<file path="src/rtl/mul_seq_ctrl_if.sv">
// Handshake and data bundle between the EX stage and the iterative multiply sequencer.
interface mul_seq_ctrl_if #(
  parameter int WIDTH = 32
);
  logic             start;
  logic [3:0]       alu_op;
  logic [WIDTH-1:0] operand_a;
  logic [WIDTH-1:0] operand_b;
  logic             flush;
  logic             busy;
  logic             done;
  logic [WIDTH-1:0] result;
  logic             stall;

  modport slave (
    input  start, alu_op, operand_a, operand_b, flush,
    output busy, done, result, stall
  );

  modport master (
    output start, alu_op, operand_a, operand_b, flush,
    input  busy, done, result, stall
  );
endinterface

</file>
<file path="src/rtl/mul_seq_ctrl.sv">
// Radix-2 shift-add multiply sequencer: takes ALU op 4'b0000 for WIDTH cycles,
// stalls the pipeline meanwhile, then pulses done with the low WIDTH product bits.
module mul_seq_ctrl #(
  parameter int WIDTH = 32
) (
  input  logic           clk,
  input  logic           reset,
  mul_seq_ctrl_if.slave  bus
);

  localparam int CNT_W = $clog2(WIDTH) + 1;
  localparam logic [CNT_W-1:0] LAST_CNT = CNT_W'(WIDTH - 1);
  localparam logic [3:0] OP_MUL = 4'b0000;

  typedef enum logic [1:0] {
    S_IDLE,
    S_RUN,
    S_DONE
  } state_t;

  state_t           r_state;
  logic [WIDTH-1:0] r_mcand;
  logic [WIDTH-1:0] r_mplier;
  logic [WIDTH-1:0] r_acc;
  logic [CNT_W-1:0] r_count;
  logic [WIDTH-1:0] r_result;

  logic             w_accept;
  logic             w_busy;
  logic [WIDTH-1:0] w_acc_next;

  assign w_accept = ((r_state == S_IDLE) || (r_state == S_DONE)) &&
                    bus.start && (bus.alu_op == OP_MUL) && !bus.flush;
  assign w_busy   = (r_state == S_RUN);

  // The final iteration's sum goes straight to result so done lines up with WIDTH+1 latency.
  assign w_acc_next = r_mplier[0] ? (r_acc + r_mcand) : r_acc;

  assign bus.busy   = w_busy;
  assign bus.done   = (r_state == S_DONE);
  assign bus.stall  = w_busy | w_accept;
  assign bus.result = r_result;

  always_ff @(posedge clk or posedge reset) begin
    if (reset) begin
      r_state  <= S_IDLE;
      r_mcand  <= '0;
      r_mplier <= '0;
      r_acc    <= '0;
      r_count  <= '0;
      r_result <= '0;
    end else begin
      case (r_state)
        S_IDLE, S_DONE: begin
          if (w_accept) begin
            r_mcand  <= bus.operand_a;
            r_mplier <= bus.operand_b;
            r_acc    <= '0;
            r_count  <= '0;
            r_state  <= S_RUN;
          end else begin
            r_state  <= S_IDLE;
          end
        end
        S_RUN: begin
          if (bus.flush) begin
            r_state <= S_IDLE;
          end else begin
            r_acc    <= w_acc_next;
            r_mcand  <= r_mcand << 1;
            r_mplier <= r_mplier >> 1;
            r_count  <= r_count + CNT_W'(1);
            if (r_count == LAST_CNT) begin
              r_result <= w_acc_next;
              r_state  <= S_DONE;
            end
          end
        end
        default: r_state <= S_IDLE;
      endcase
    end
  end

endmodule

</file>
<file path="src/flat_wrapper.sv">
// flat-port wrapper written by rule: the top's interface ports become plain ports
module mul_seq_ctrl_flat 
#(
  parameter int WIDTH = 32
)
  (clk, reset, bus_start, bus_alu_op, bus_operand_a, bus_operand_b, bus_flush, bus_busy, bus_done, bus_result, bus_stall);
  mul_seq_ctrl_if #(.WIDTH(WIDTH)) bus_i ();
  input  logic clk;
  input  logic reset;
  input wire logic [$bits(bus_i.start)-1:0] bus_start;
  input wire logic [$bits(bus_i.alu_op)-1:0] bus_alu_op;
  input wire logic [$bits(bus_i.operand_a)-1:0] bus_operand_a;
  input wire logic [$bits(bus_i.operand_b)-1:0] bus_operand_b;
  input wire logic [$bits(bus_i.flush)-1:0] bus_flush;
  output wire logic [$bits(bus_i.busy)-1:0] bus_busy;
  output wire logic [$bits(bus_i.done)-1:0] bus_done;
  output wire logic [$bits(bus_i.result)-1:0] bus_result;
  output wire logic [$bits(bus_i.stall)-1:0] bus_stall;
  assign bus_i.start = bus_start;
  assign bus_i.alu_op = bus_alu_op;
  assign bus_i.operand_a = bus_operand_a;
  assign bus_i.operand_b = bus_operand_b;
  assign bus_i.flush = bus_flush;
  assign bus_busy = bus_i.busy;
  assign bus_done = bus_i.done;
  assign bus_result = bus_i.result;
  assign bus_stall = bus_i.stall;
  mul_seq_ctrl #(.WIDTH(WIDTH)) u_core (.clk(clk), .reset(reset), .bus(bus_i));
endmodule
</file>
<file path="config.mk">
export PLATFORM = sky130hd
export DESIGN_NAME = mul_seq_ctrl_flat
export DESIGN_NICKNAME = d
export VERILOG_FILES = /design/src/rtl/mul_seq_ctrl_if.sv /design/src/rtl/mul_seq_ctrl.sv /design/src/flat_wrapper.sv
export SDC_FILE = /design/constraint.sdc
export NUM_CORES = 1
export LEC_CHECK = 0
export BUFFER_PORTS_ARGS = -buffer_cell sky130_fd_sc_hd__buf_2
export CORE_ASPECT_RATIO = 0.75
export CORE_UTILIZATION = 55
export CTS_BUF_LIST = sky130_fd_sc_hd__clkbuf_16
export CTS_CLUSTER_DIAMETER = 40
export DETAILED_ROUTE_END_ITERATION = 12
export MAX_ROUTING_LAYER = met4
export PLACE_DENSITY_LB_ADDON = 0.3
export SLEW_MARGIN = 20
export SYNTH_ARGS = -nofsm -noshare
export SYNTH_HDL_FRONTEND = slang
export SYNTH_SLANG_ARGS = --single-unit
</file>
<file path="constraint.sdc">
create_clock -name clk -period 6.1 [get_ports clk]
set_input_delay 1.22 -clock clk [delete_from_list [all_inputs] [get_ports clk]]
set_output_delay 1.22 -clock clk [all_outputs]
set_load 0.01 [all_outputs]
</file>
# Word-level counts from Yosys, hierarchy flattened
# Index checks and enable logic that the tools add are counted.
[classes]
n_bitwise = 2
eq_ne = 6
addsub = 2
mux = 17
reduce_logical = 11
[op_table]
columns = ["cell", "n"]
rows = [
  ["2-to-1 mux 32 bit", 7],
  ["one-hot mux 32 bit (2 select lines)", 3],
  ["adder 32 bit", 1],
  ["2-to-1 mux 6 bit", 2],
  ["one-hot mux 6 bit (2 select lines)", 1],
  ["adder 6 x 1 -> 6 bit, second input constant", 1],
  ["== test 6 x 5 -> 1 bit, second input constant", 1],
  ["AND reduction 3 bit", 2],
  ["logical NOT 4 bit", 1],
  ["2-to-1 mux 2 bit", 2],
  ["one-hot mux 2 bit (2 select lines)", 1],
  ["logical AND 1 bit", 3],
  ["inequality test 3 bit, second input constant", 1],
  ["== test 2 x 1 -> 1 bit, second input constant", 1],
  ["== test 2 bit, second input constant", 1],
  ["logical NOT 2 bit", 1],
  ["inequality test 2 x 1 -> 1 bit, second input constant", 1],
  ["inequality test 2 bit, second input constant", 1],
  ["nonzero test 2 bit", 1],
  ["OR reduction 2 bit", 1],
  ["logical NOT 1 bit", 1],
  ["logical OR 1 bit", 1],
  ["2-to-1 mux 1 bit", 1],
  ["inverter 1 bit", 1],
  ["OR 1 bit", 1],
]
[totals]
ff_bits = 136
output_inout_bits = 35
input_bits = 72
wordCells = 44

# Logic depth before layout (Yosys ltp)
[logic_depth]
word_depth = 7
ltp_mapped = 11
depth_no_buf = 11

# Worst setup path before layout
# OpenSTA, ideal clock, no wires.
[synth_path]
path_kind = "input-to-output"
from = "in bus_alu_op[3]"
to = "out bus_stall"
path_slack_ps = 2707
required_ps = 4880
cell_stages = 4
path_buffers = 1
arrival_ps = 2173
path_cell_list = "nor4_1 and3_1 clkbuf_1 or2_2"
[synth_between]
elab_chain_len = 4
[synth_rtl]
columns = ["item", "line", "rtl"]
rows = [
  ["start, declared", "flat_wrapper.sv:11", "input wire logic [$bits(bus_i.alu_op)-1:0] bus_alu_op;"],
  ["logical NOT 4 bit", "mul_seq_ctrl.sv:33", "bus.start && (bus.alu_op == OP_MUL) && !bus.flush;"],
  ["logical AND 1 bit (2 in a row)", "mul_seq_ctrl.sv:33", ""],
  ["OR 1 bit", "mul_seq_ctrl.sv:41", "assign bus.stall = w_busy | w_accept;"],
  ["end, declared", "flat_wrapper.sv:18", "output wire logic [$bits(bus_i.stall)-1:0] bus_stall;"],
]
# No other way between the ends.

# Worst setup path in the final report
[layout_path]
from = "reg u_core.r_mcand[0]"
to = "reg u_core.r_result[28] (netlist: u_core.bus.result[28])"
[layout_between]
elab_chain_len = 2
[layout_rtl]
columns = ["item", "line", "rtl"]
rows = [
  ["start, declared", "mul_seq_ctrl.sv:22", "logic [WIDTH-1:0] r_mcand;"],
  ["start signal, assigned", "mul_seq_ctrl.sv:56", "r_mcand <= bus.operand_a;"],
  ["start signal, assigned", "mul_seq_ctrl.sv:70", "r_mcand <= r_mcand << 1;"],
  ["adder 32 bit", "mul_seq_ctrl.sv:37", "assign w_acc_next = r_mplier[0] ? (r_acc + r_mcand) : r_acc;"],
  ["2-to-1 mux 32 bit", "mul_seq_ctrl.sv:37", ""],
  ["end signal, assigned", "mul_seq_ctrl.sv:74", "r_result <= w_acc_next;"],
  ["end, declared", "mul_seq_ctrl.sv:26", "logic [WIDTH-1:0] r_result;"],
]
# No other way between the ends.
# A chain may end at the register's enable or synchronous reset.

==> impl_metrics.csv <==
group,metric,value,unit
status,outcome,"complete, no violations",
pwr,power.density,321,nW/µm²
timing,fin_skew,9.81,ps
critical_path,crit_chain,"ha_1, fa_1, a21o_1, a221oi_1, o211ai_2, o21ba_2, o21ai_2, o21ai_0, xor2_1, mux2i_1, a21oi_1",
pwr,cellLeakagePower,0.00443,µW
hold_path,hold_path_depth,2,
detailed_routing,vias,6310,
synthesis,synth.distinct_cells,62,
synthesis,yosysSeqAreaShare,0.458,
final_layout,seq_area,3400,µm²
clocking,clkTransAtPathRegs,60,ps
clocking,cts_tree,"built",
pwr,total_power,2780,µW
place,dp_slack,2370,ps
critical_path,worstPathArrival,3910,ps
floorplanning,core_area,13100,µm²
detailed_routing,via_per_inst,5.97,
critical_path,r2r_slack,2530,ps
timing,slew_headroom,0.422,
timing,min_period,3570,ps
floorplanning,std_cell_rows,36,
clocking,hold_buffers,0,
clocking,htree_levels,4,
clocking,cts.sinks,136,
clocking,cts_resized,0,
place,gp_congestion,0.905,
global_route,grt_max_degree,83,
synthesis,ys_async_sr_fraction,1.00,
critical_path,path_max_fanout,4,
run,max_cap_violations,0,
synthesis,synth_edf_count,0,
critical_path,rr_startpoint,"u_core.r_mcand[0]",
detailed_routing,wirelength,18.9,mm
detailed_routing,drcViolationCount,0,
timing,post-route-period-util,0.586,
floorplanning,ios,107,
synthesis,post-synth-top-count-cell,"nand2_1",
critical_path,startpoint_type,"register",
timing,tightest_slew,867,ps
synthesis,ys_top_cells_by_count,"173 x nand2_1, 136 x dfrtp_1, 61 x o21ai_0",
synthesis,synth_ff_type,"dfrtp_1",
final_layout,syn2layout_area_growth,16.7,%
synthesis,avgSynthCellArea,9.46,µm²
floorplanning,fp.dieW,136,µm
place,placed_area,8050,µm²
clocking,postCtsSetupBuffers,0,
hold_path,whs_endpoint,"u_core.r_mplier[9]",
synthesis,synth_fp_nets,891,
synthesis,ys_warn_count,0,
global_route,grt_overflow,0,
timing,fin_setup_tns,0,ps
final_layout,insertedDiodeCount,0,
clocking,clkLatencyLatePin,420,ps
place,portBuffers,106,
synthesis,synth_seq_cells,136,
detailed_routing,first_pass_iters,5,
timing,setup_violations,0,
critical_path,worstSetupPathType,"reg -> reg",
timing,hold_viol_final,0,
timing,grt_setup_unrepaired,"false",
global_route,grt_use_total,0.294,
place,dpl.hpwl,13.3,mm
clocking,cts.path.max_buffers,2,
floorplanning,die_area,14000,µm²
timing,fmax,0.280,GHz
timing,drv_slew,0,
final_layout,multi_input_area,3810,µm²
global_route,grt_first_pass_wirelength,30.6,mm
detailed_routing,post_drt_wl_per_cell,17.9,µm
critical_path,cp-end-kind,"register",
clocking,cts_root_buffer,"clkbuf_16",
synthesis,synthCells,786,
final_layout,drive_gt1_frac,0.193,
final_layout,fillCellCount,1088,
synthesis,netlist_top_cells_area,"dfrtp_1 46%, nand2_1 8.7%, ha_1 5.4%",
detailed_routing,detail_route.iter0.violations,452,
critical_path,crit_slowest_cell,"a221oi_1",
hold_path,hp-class,"reg -> reg",
synthesis,synth_top_area_frac,0.458,
global_route,antenna_found_initial,0,
floorplanning,start_util,0.569,
final_layout,final_nets,978,
clocking,cts_buffers,17,
global_route,grt_pass1_vias,6064,
pwr,peakVddDrop,0.263,mV
critical_path,slowest_delay,660,ps
hold_path,min_from,"u_core.r_mplier[9]",
detailed_routing,ant_nets,0,
synthesis,synth_top_area_cell,"dfrtp_1",
critical_path,cp.required,6440,ps
final_layout,fin_area,8670,µm²
floorplanning,die_height,103,µm
critical_path,r2r-end,"u_core.bus.result[28]",
timing,worst_slack,2530,ps
synthesis,netlist_area,7430,µm²
critical_path,reg2reg_depth,11,
worst max-delay path by stage:
stage                 startpoint                    end  slack, ps  cells after the start
6_report       u_core.r_mcand[0]  u_core.bus.result[28]       2530                     11
3_5_place_dp           bus_flush       u_core.r_acc[10]       2370                      7
2_1_floorplan              reset   u_core.bus.result[0]       1240                      1
4_1_cts        u_core.r_mcand[0]  u_core.bus.result[28]       2580                     11
5_1_grt        u_core.r_mcand[0]  u_core.bus.result[28]       2320                     11
3_3_place_gp           bus_flush       u_core.r_acc[10]       2440                      7
state kept, by name, indices dropped and copies added, names as in the netlist:
name               count
u_core.r_state         2
u_core.r_count         6
u_core.r_mplier       32
u_core.r_acc          32
u_core.bus.result     32
u_core.r_mcand        32
cells by family (layout without fill, tap and decap cells):
| logic type | after synthesis | after routing | synth area share |
|---|---|---|---|
| compound gates | 226 | 226 | 0.202 |
| xor+xnor | 33 | 33 | 0.0389 |
| fa+ha+maj | 33 | 33 | 0.0566 |
| buf+inv | 53 | 153 | 0.0322 |
| flops | 136 | 136 | 0.458 |
| mux | 42 | 42 | 0.0569 |
| simple gates | 263 | 263 | 0.156 |
cells in the final DEF, fill, tap and decap left out, types with 3 or more instances in the layout:
cell type / instances
nand2_1: 173
dfrtp_1: 135
buf_2: 106
o21ai_0: 61
a22oi_1: 48
mux2i_1: 40
a21oi_1: 39
ha_1: 32
nor2_1: 25
a22o_1: 21
xnor2_1: 19
a21o_1: 18
nand3_1: 18
clkbuf_16: 17
xor2_1: 14
buf_4: 8
inv_1: 7
and3_2: 5
o21bai_1: 5
nand2b_1: 5
a31oi_1: 5
nor3b_1: 4
nand4_1: 4
inv_6: 4
bufinv_16: 4
nor4_1: 3
a21oi_2: 3
o21ai_1: 3
and2_1: 3
or3_1: 3
nand3b_1: 3
critical path, delay by kind of cell (launching register included):
family                   cells  cell delay [ps]
multiplexers                 1              110
adder cells (fa/ha/maj)      2              670
AO/OA/AOI/OAI                7             2010
XOR/XNOR                     1              240
flip-flops                   1              470
power breakdown:
| part | total [µW] | leakage [µW] | internal (µW) | switching [µW] |
|---|---|---|---|---|
| combinational | 542 | 0.00229 | 215 | 327 |
| sequential | 1130 | 0.00183 | 1030 | 104 |
| clock | 1110 | 0.000309 | 688 | 420 |
| total | 2780 | 0.00443 | 1930 | 851 |
metal layers:
| metal | track usage | vias to the layer above | wire (µm) | part of all wire |
|---|---|---|---|---|
| li1 | - | 2990 | - | - |
| met1 | 0.408 | 3095 | 8970 | 0.47 |
| met2 | 0.435 | 198 | 8670 | 0.46 |
| met3 | 0.0565 | 27 | 973 | 0.051 |
| met4 | 0.0932 | 0 | 285 | 0.015 |
| met5 | - | - | 0 | 0 |
through the flow:
stage / utilization / hold WS, ps / instances
detailed placement: 0.616 / 463 / 1025
finish: 0.664 / 477 / 1057
floorplan: - / 447 / 786
CTS: 0.664 / 479 / 1057
global route: 0.664 / 493 / 1057
global placement: 0.616 / 456 / 1025
final cells by class:
cell class	count	share of cell area
Multi-Input combinational cell	597	0.439
Sequential cell	136	0.392
Timing Repair Buffer	114	0.0681
Clock buffer	17	0.0490
Tap cell	171	0.0247
Clock inverter	15	0.0231
Inverter	7	0.00361
Power figures use the tool's default switching activity.
